`src/rtl/tfpga_rst_seq_pkg.sv`:
```
// tfpga_rst_seq_pkg: sequencer state encoding and default timing constants
package tfpga_rst_seq_pkg;

    typedef enum logic [2:0] {
        PLL_RST,
        WAIT_LOCK,
        STABLE,
        RELEASE,
        RUN,
        FAIL
    } seq_state_t;

    localparam int DEF_LOCK_STABLE_CYCLES  = 1024;
    localparam int DEF_LOCK_TIMEOUT_CYCLES = 65536;
    localparam int DEF_PLL_RST_CYCLES      = 16;
    localparam int DEF_STAGE_GAP_CYCLES    = 64;
    localparam int DEF_NUM_STAGES          = 3;
    localparam int DEF_MAX_RETRIES         = 4;

    function automatic int max2(input int a, input int b);
        return (a > b) ? a : b;
    endfunction

endpackage

```
`src/rtl/tfpga_sync2.sv`:
```
// tfpga_sync2: two-flop synchronizer, asynchronously cleared to 0
module tfpga_sync2 (
    input  logic i_clk,
    input  logic i_rst_n,
    input  logic i_d,
    output logic o_q
);

    logic r_meta;
    logic r_q;

    always_ff @(posedge i_clk or negedge i_rst_n) begin
        if (!i_rst_n) begin
            r_meta <= 1'b0;
            r_q    <= 1'b0;
        end else begin
            r_meta <= i_d;
            r_q    <= r_meta;
        end
    end

    assign o_q = r_q;

endmodule

```
`src/rtl/tfpga_clk_rst_seq.sv`:
```
// tfpga_clk_rst_seq: PLL reset/retry, lock qualification and ordered domain reset release
module tfpga_clk_rst_seq
    import tfpga_rst_seq_pkg::*;
#(
    parameter int LOCK_STABLE_CYCLES  = DEF_LOCK_STABLE_CYCLES,
    parameter int LOCK_TIMEOUT_CYCLES = DEF_LOCK_TIMEOUT_CYCLES,
    parameter int PLL_RST_CYCLES      = DEF_PLL_RST_CYCLES,
    parameter int STAGE_GAP_CYCLES    = DEF_STAGE_GAP_CYCLES,
    parameter int NUM_STAGES          = DEF_NUM_STAGES,
    parameter int MAX_RETRIES         = DEF_MAX_RETRIES
) (
    input  logic                  sys_clk,
    input  logic                  sys_rst_n,
    input  logic                  pll_locked,
    input  logic                  sw_reseq,
    input  logic                  sw_clear_fail,
    output logic                  pll_reset,
    output logic [NUM_STAGES-1:0] domain_rst_n,
    output logic                  ready,
    output logic                  fail,
    output logic [7:0]            lock_loss_cnt
);

    // One counter serves every timed phase, so it is sized for the longest one.
    localparam int CNT_MAX = max2(max2(LOCK_STABLE_CYCLES, LOCK_TIMEOUT_CYCLES),
                                  max2(PLL_RST_CYCLES, STAGE_GAP_CYCLES));
    localparam int CW = $clog2(CNT_MAX + 1);
    localparam int RW = $clog2(MAX_RETRIES + 1);
    localparam logic [CW-1:0]         RST_LAST  = CW'(PLL_RST_CYCLES - 1);
    localparam logic [CW-1:0]         TMO_LAST  = CW'(LOCK_TIMEOUT_CYCLES - 1);
    localparam logic [CW-1:0]         STB_LAST  = CW'(LOCK_STABLE_CYCLES - 1);
    localparam logic [CW-1:0]         GAP_LAST  = CW'(STAGE_GAP_CYCLES - 1);
    localparam logic [RW-1:0]         RETRY_MAX = RW'(MAX_RETRIES);
    localparam logic [NUM_STAGES-1:0] DOM_FIRST = NUM_STAGES'(1);

    seq_state_t            r_state, w_state_nx;
    logic [CW-1:0]         r_cnt, w_cnt_nx;
    logic [RW-1:0]         r_retry, w_retry_nx;
    logic [NUM_STAGES-1:0] r_dom, w_dom_nx, w_dom_shift;
    logic                  r_pll_reset, r_ready, r_fail;
    logic [7:0]            r_loss;
    logic                  w_lock_s, w_loss, w_reseq;

    tfpga_sync2 u_lock_sync (
        .i_clk   (sys_clk),
        .i_rst_n (sys_rst_n),
        .i_d     (pll_locked),
        .o_q     (w_lock_s)
    );

    assign w_loss      = !w_lock_s && (r_state inside {RELEASE, RUN});
    assign w_reseq     = sw_reseq && !(r_state inside {PLL_RST, FAIL});
    assign w_dom_shift = (r_dom << 1) | DOM_FIRST;

    always_comb begin
        w_state_nx = r_state;
        w_cnt_nx   = r_cnt + 1'b1;
        w_retry_nx = r_retry;
        w_dom_nx   = r_dom;
        case (r_state)
            PLL_RST: begin
                if (r_cnt == RST_LAST) begin
                    w_state_nx = WAIT_LOCK;
                    w_cnt_nx   = '0;
                end
            end
            WAIT_LOCK: begin
                if (w_lock_s) begin
                    w_state_nx = STABLE;
                    w_cnt_nx   = '0;
                end else if (r_cnt == TMO_LAST) begin
                    w_retry_nx = r_retry + 1'b1;
                    w_state_nx = (w_retry_nx == RETRY_MAX) ? FAIL : PLL_RST;
                    w_cnt_nx   = '0;
                end
            end
            STABLE: begin
                if (!w_lock_s) begin
                    w_state_nx = WAIT_LOCK;
                    w_cnt_nx   = '0;
                end else if (r_cnt == STB_LAST) begin
                    w_retry_nx = '0;
                    w_dom_nx   = DOM_FIRST;
                    w_state_nx = (NUM_STAGES == 1) ? RUN : RELEASE;
                    w_cnt_nx   = '0;
                end
            end
            RELEASE: begin
                if (r_cnt == GAP_LAST) begin
                    w_dom_nx   = w_dom_shift;
                    w_state_nx = (&w_dom_shift) ? RUN : RELEASE;
                    w_cnt_nx   = '0;
                end
            end
            RUN: w_cnt_nx = '0;
            FAIL: begin
                w_cnt_nx = '0;
                if (sw_clear_fail) begin
                    w_state_nx = PLL_RST;
                    w_retry_nx = '0;
                end
            end
            default: w_state_nx = PLL_RST;
        endcase
        // Lock loss and software re-sequence share one path back to PLL reset.
        if (w_loss || w_reseq) begin
            w_state_nx = PLL_RST;
            w_cnt_nx   = '0;
            w_dom_nx   = '0;
        end
    end

    always_ff @(posedge sys_clk or negedge sys_rst_n) begin
        if (!sys_rst_n) begin
            r_state     <= PLL_RST;
            r_cnt       <= '0;
            r_retry     <= '0;
            r_dom       <= '0;
            r_pll_reset <= 1'b1;
            r_ready     <= 1'b0;
            r_fail      <= 1'b0;
            r_loss      <= '0;
        end else begin
            r_state     <= w_state_nx;
            r_cnt       <= w_cnt_nx;
            r_retry     <= w_retry_nx;
            r_dom       <= w_dom_nx;
            r_pll_reset <= (w_state_nx == PLL_RST) || (w_state_nx == FAIL);
            r_ready     <= w_state_nx == RUN;
            r_fail      <= w_state_nx == FAIL;
            r_loss      <= (w_loss && r_loss != 8'hFF) ? r_loss + 1'b1 : r_loss;
        end
    end

    assign pll_reset     = r_pll_reset;
    assign domain_rst_n  = r_dom;
    assign ready         = r_ready;
    assign fail          = r_fail;
    assign lock_loss_cnt = r_loss;

endmodule

```
`config.mk`:
```
export PLATFORM = sky130hd
export DESIGN_NAME = tfpga_clk_rst_seq
export DESIGN_NICKNAME = d
export VERILOG_FILES = /design/src/rtl/tfpga_rst_seq_pkg.sv /design/src/rtl/tfpga_sync2.sv /design/src/rtl/tfpga_clk_rst_seq.sv
export SDC_FILE = /design/constraint.sdc
export NUM_CORES = 1
export LEC_CHECK = 0
export BUFFER_PORTS_ARGS = -buffer_cell sky130_fd_sc_hd__buf_2
export CORE_MARGIN = 5
export CORE_UTILIZATION = 46
export CTS_BUF_LIST = sky130_fd_sc_hd__clkbuf_8 sky130_fd_sc_hd__clkbuf_16
export DETAILED_ROUTE_END_ITERATION = 10
export PLACE_DENSITY = 0.65
export SYNTH_ARGS = -nofsm -noshare
export SYNTH_HDL_FRONTEND = slang
export SYNTH_HIERARCHICAL = 1
export SYNTH_SLANG_ARGS = --single-unit
```
`constraint.sdc`:
```
create_clock -name sys_clk -period 6.8 [get_ports sys_clk]
set_input_delay 1.7 -clock sys_clk [delete_from_list [all_inputs] [get_ports sys_clk]]
set_output_delay 1.7 -clock sys_clk [all_outputs]
set_load 0.005 [all_outputs]
```
======== Word level (Yosys, flattened, before mapping) ========
Cells that the tools add are included.
cells by class
  add/subtract/negate cells ............... 3
  eq/ne operators ......................... 21
  mux-type cells .......................... 30
  reductions and logical operators ........ 17
operators by type and width
  cell                                                                      count
  17-bit 2-to-1 mux                                                         7
  17-bit one-hot mux with 5 select lines                                    1
  3-bit 2-to-1 mux                                                          19
  3-bit one-hot mux with 6 select lines                                     1
  17-bit by 1-bit adder with 17-bit output (second input constant)          1
  17-bit by 10-bit equality test with 1-bit output (second input constant)  1
  17-bit by 16-bit equality test with 1-bit output (second input constant)  1
  17-bit by 4-bit equality test with 1-bit output (second input constant)   1
  17-bit by 6-bit equality test with 1-bit output (second input constant)   1
  3-bit equality test (second input constant)                               5
  3-bit one-hot mux with 3 select lines                                     1
  8-bit by 1-bit adder with 8-bit output (second input constant)            1
  2-bit != test (second input constant)                                     4
  8-bit != test (second input constant)                                     1
  3-bit by 2-bit equality test with 1-bit output (second input constant)    2
  3-bit zero test                                                           2
  3-bit one-hot mux with 2 select lines                                     1
  6-bit AND reduction                                                       1
  3-bit nonzero test                                                        2
  4-bit AND reduction                                                       1
  2-bit nonzero test                                                        2
  3-bit by 1-bit adder with 3-bit output (second input constant)            1
  3-bit by 1-bit equality test with 1-bit output (second input constant)    1
  1-bit logical AND                                                         3
  other kinds (8)                                                           10
storage, ports and cells
  register bits after elaboration ......... 39
  input bits .............................. 5
  word-level logic and storage cells ...... 81

======== Depth between registers and ports, before layout ========
  depth in word-level cells ............... 9
  mapped depth ............................ 12

======== Modules after synthesis ========
The synthesis kept the hierarchy.
by module, submodules not included
  module             times used  cells each  area an instance (µm²)  sequential area each (µm²)
  tfpga_clk_rst_seq  1           207         2018.2                  927.1
  tfpga_sync2        1           2           50.0                    50.0

======== Worst setup path before layout ========
OpenSTA, ideal clock, no wires.
  path type ............................... in2reg
  start ................................... in sw_reseq
  end ..................................... reg r_pll_reset (netlist: pll_reset)
  arrival time ............................ 2744 ps
  required time ........................... 6718 ps
  setup slack ............................. 3974 ps
  stages .................................. 5
  path buffers ............................ 0
  cell sequence ........................... o21ai_0 o211ai_1 nor2_1 o21ai_2 mux2_2
between the ends
  word-level cells in the longest chain between the ends .. 5
  elaborated cells on any way between the ends .. 6
  classes of those cells .................. 1 x eq/ne; 1 x mux; 4 x reduce/logical
RTL lines
  item                                                           line                      text
  start, declared                                                tfpga_clk_rst_seq.sv:15   input logic sw_reseq,
  1-bit logical AND *                                            tfpga_clk_rst_seq.sv:52   assign w_reseq = sw_reseq && !(r_state inside {PLL_RST, FAIL});
  1-bit logical OR *                                             tfpga_clk_rst_seq.sv:106  if (w_loss || w_reseq) begin
  3-bit 2-to-1 mux *                                             tfpga_clk_rst_seq.sv:106
  3-bit equality test / 3-bit zero test (equally long branches)  tfpga_clk_rst_seq.sv:128  r_pll_reset <= (w_state_nx == PLL_RST) || (w_state_nx == FAIL);
  1-bit logical OR *                                             tfpga_clk_rst_seq.sv:128
  end signal, assigned                                           tfpga_clk_rst_seq.sv:128
  end, declared                                                  tfpga_clk_rst_seq.sv:40   logic r_pll_reset, r_ready, r_fail;
Every way passes the cells marked *; elsewhere a longest branch is shown, timed or not.
A chain may end at the register's enable or synchronous reset.

======== Final worst setup path ========
  start ................................... reg r_cnt[0]
  end ..................................... reg r_pll_reset (netlist: pll_reset)
between the ends
  word-level cells in the longest chain between the ends .. 7
  elaborated cells on any way between the ends .. 15
  classes of those cells .................. 5 x eq/ne; 8 x mux; 2 x reduce/logical
RTL lines
  item                                                                                                                         line                                              text
  start, declared                                                                                                              tfpga_clk_rst_seq.sv:37                           logic [CW-1:0] r_cnt, w_cnt_nx;
  start signal, assigned                                                                                                       tfpga_clk_rst_seq.sv:125                          r_cnt <= w_cnt_nx;
  17-bit by 10-bit equality test with 1-bit output / 17-bit by 16-bit equality test with 1-bit output (equally long branches)  tfpga_clk_rst_seq.sv:81, tfpga_clk_rst_seq.sv:71
  3-bit 2-to-1 mux, on equally long branches                                                                                   tfpga_clk_rst_seq.sv:81, tfpga_clk_rst_seq.sv:71
  3-bit 2-to-1 mux, on equally long branches                                                                                   tfpga_clk_rst_seq.sv:78, tfpga_clk_rst_seq.sv:68
  3-bit one-hot mux with 6 select lines *                                                                                      tfpga_clk_rst_seq.sv:60                           case (r_state)
  3-bit 2-to-1 mux *                                                                                                           tfpga_clk_rst_seq.sv:106
  3-bit equality test / 3-bit zero test (equally long branches)                                                                tfpga_clk_rst_seq.sv:128
  1-bit logical OR *                                                                                                           tfpga_clk_rst_seq.sv:128
Marks and branches as above.

==> metrics.txt <==
Seq cells post-synth 39; reg2reg setup slack 3.81 ns; ranking of synthesized cells by area dfrtp_1, xnor2_1, nor2_1; worst endpoint data arrival time 3.21 ns; TritonCTS Buffers 5; Residual DRC 0; RSZ-0062 raised after global routing false; diode count 0; ANT nets after route 0; Final Cell Area 0.002326 mm2; Yosys cell types 44; Starting Density 47.50%; hold_buf cts 0; maximum VDD drop 169.5 uV; fin. max-slew vios 0; hpwl dp 2.717 mm; DRT iter0 DRCs 73; RR Startpoint r_cnt[0]; first-pass GRT wire length 6.941 mm; IO Pins 19; GP Congestion 0.7964; clk_lat worst skew 0.30 ns; Hold Crit Start u_lock_sync/r_meta; fin nets 238; Synth Flop Type dfrtp_1; max cap viols 0; cell taking the most area after synthesis dfrtp_1; Slew headroom 43.05%; Die H 77.06 um; Post-Syn Area 0.002068 mm2; vias in the first global route 1448; total track usage 14.46%; syn nets 220; Synth top area share 45.98%; initial antenna violation count 0; Synth async-reset ratio 100.0%; Worst Setup Start Kind flop; FP Rows 24; Syn Area/Cell 9.896 um2; M1 wire length 1.860 mm; CTS Buffer Depth 2; Hold EP u_lock_sync/o_q; die width 77.06 um; Bufs and invs on worst path 1; CTS tree yes; Mapped Cells 209; CTS Sinks 39; layout cell share with drive strength beyond 1 16.67%; number of synthesized flops with an enable pin 0; overall power 0.7045 mW; DR pass1 iterations 4; post-CTS setup buffer count 0; Max FO, Critical Path 6; vias per inst 5.336; count leader, synth dfrtp_1; Pleak 1.063 nW; Layout fillers 405; Worst Hold Depth 0; largest net degree at the start of global routing 40; routed vias 1494; Reg2Reg Depth 12; Top Metal Used met4; Hold Vio Cnt, Final 0; Worst-path clk slew 0.08 ns; fin crit period 2.987 ns; routed wl met3 178 um; clock skew 0.007261 ns; slowest stage delay, CP 0.50 ns; critical path class reg2reg; htree depth 2; sequential area share after synthesis 47.25%; PwrDens 302.9 mW/mm2; fmax 0.3348 GHz; Root Buffer Master clkbuf_8; CP cell instances ha_1 > nand3_1 > nor3_1 > nand3_1 > inv_1 > ha_1 > nor2b_1 > o31ai_1 > a31oi_1 > nand2_1 > o21ai_2 > mux2_2; CTS resizes 0; Yosys warning count 6; final setup TNS 0 ns; Setup crit end kind flop; Cell Area, Placed 0.002190 mm2; Area Growth Syn to Fin 12.46%; Tcrit/Tclk final 43.93%; CP top delay family simple AND/OR/NAND/NOR gates; crit path max-delay cell type nor3_1; Setup WS pre-CTS 3.653 ns; critical path required time 7.03 ns; status complete, no violations; GRT Residual Overflow 0; # setup viols final 0; Die ar. 0.005937 mm2; most common library cells after synthesis dfrtp_1, nor2_1, nand2_1; Tightest Pin Transition 0.8542 ns; met2 wire length 1.697 mm; PortBufs 18; final wirelength 3.812 mm; core area 0.004354 mm2; drt wl/cell 13.61 um; FF-to-FF End pll_reset; Final WS setup 3.813 ns; HP Class reg2reg
==> registers in the layout, indices dropped and copies added (netlist names) <==
register            flops
r_retry                 3
domain_rst_n            3
u_lock_sync/r_meta      1
lock_loss_cnt           8
pll_reset               1
fail                    1
r_state                 3
r_cnt                  17
u_lock_sync/o_q         1
ready                   1
==> kinds of logic (layout without fill, tap and decap cells) <==
| group | count (synthesis) | after routing | synth area share [%] |
|---|---|---|---|
| mux | 4 | 4 | 2.057 |
| simple gates | 100 | 100 | 26.56 |
| compound gates | 24 | 24 | 8.530 |
| buf+inv | 15 | 34 | 3.085 |
| xor+xnor | 21 | 21 | 8.893 |
| fa+ha+maj | 6 | 6 | 3.630 |
| flops | 39 | 39 | 47.25 |
==> through the flow <==
stage	cells	utilization (%)	hold slack (ns)
global placement	272	50.29	0.3347
CTS	280	53.42	0.3551
global route	280	53.42	0.3618
floorplan	209	-	0.3312
detailed placement	272	50.29	0.3364
finish	280	53.42	0.3525
==> where the power goes <==
part	total (mW)	switching [mW]	internal, mW
Combinational	0.159	0.0882	0.0708
Sequential	0.316	0.0421	0.274
Clock	0.230	0.0835	0.146
Total	0.705	0.214	0.491
==> area by class of cell <==
cell class              count  area, um2  area share (%)
clock buffers               5      68.82           2.959
clock inverters             3      67.56           2.905
inverters                   8      30.03           1.291
multi-input cells         155       1027           44.16
flip-flops and latches     39      977.2           42.01
well taps                  52      65.06           2.797
repair buffers             18      90.09           3.873
==> worst register-to-register path, delay by kind of cell, from the launching register on <==
| family | cells | cell delay [ns] |
|---|---|---|
| and+or+nand+nor | 5 | 1.20 |
| AOI/OAI and AO/OA | 3 | 0.47 |
| adders and majority gates | 2 | 0.42 |
| DFF | 1 | 0.39 |
| muxes | 1 | 0.35 |
| buffers and inverters | 1 | 0.09 |
==> routing by layer <==
metal  vias to the layer above  GRT usage [%]
met2                        27          20.54
met5                         -              0
li1                        763              -
met3                         7          4.098
met1                       697          20.52
met4                         0          6.186
==> worst max path at each step <==
stage	from	to	slack, ns	cells past startpoint
floorplan	sw_reseq	pll_reset	3.97	5
global placement	sw_reseq	pll_reset	3.72	6
detailed placement	sw_reseq	pll_reset	3.65	6
CTS	r_cnt[0]	pll_reset	3.77	12
global route	r_cnt[0]	pll_reset	3.51	12
finish	r_cnt[0]	pll_reset	3.81	12
==> cells in the final DEF, fill, tap and decap left out, types with 2 or more instances in the layout <==
master	instances
a21oi_1	4
a31oi_1	4
and2_1	6
and3_1	7
buf_2	18
bufinv_16	2
clkbuf_8	5
dfrtp_1	38
ha_1	6
inv_1	8
mux2_2	2
mux2i_1	2
nand2_1	14
nand2b_1	3
nand3_1	12
nand3b_1	2
nand4_1	5
nor2_1	28
nor2b_1	4
nor3_1	5
nor3b_1	3
nor4_1	2
o21ai_0	5
o31ai_1	2
xnor2_1	13
xor2_1	8
No activity file was read; power rests on OpenSTA's default activity.
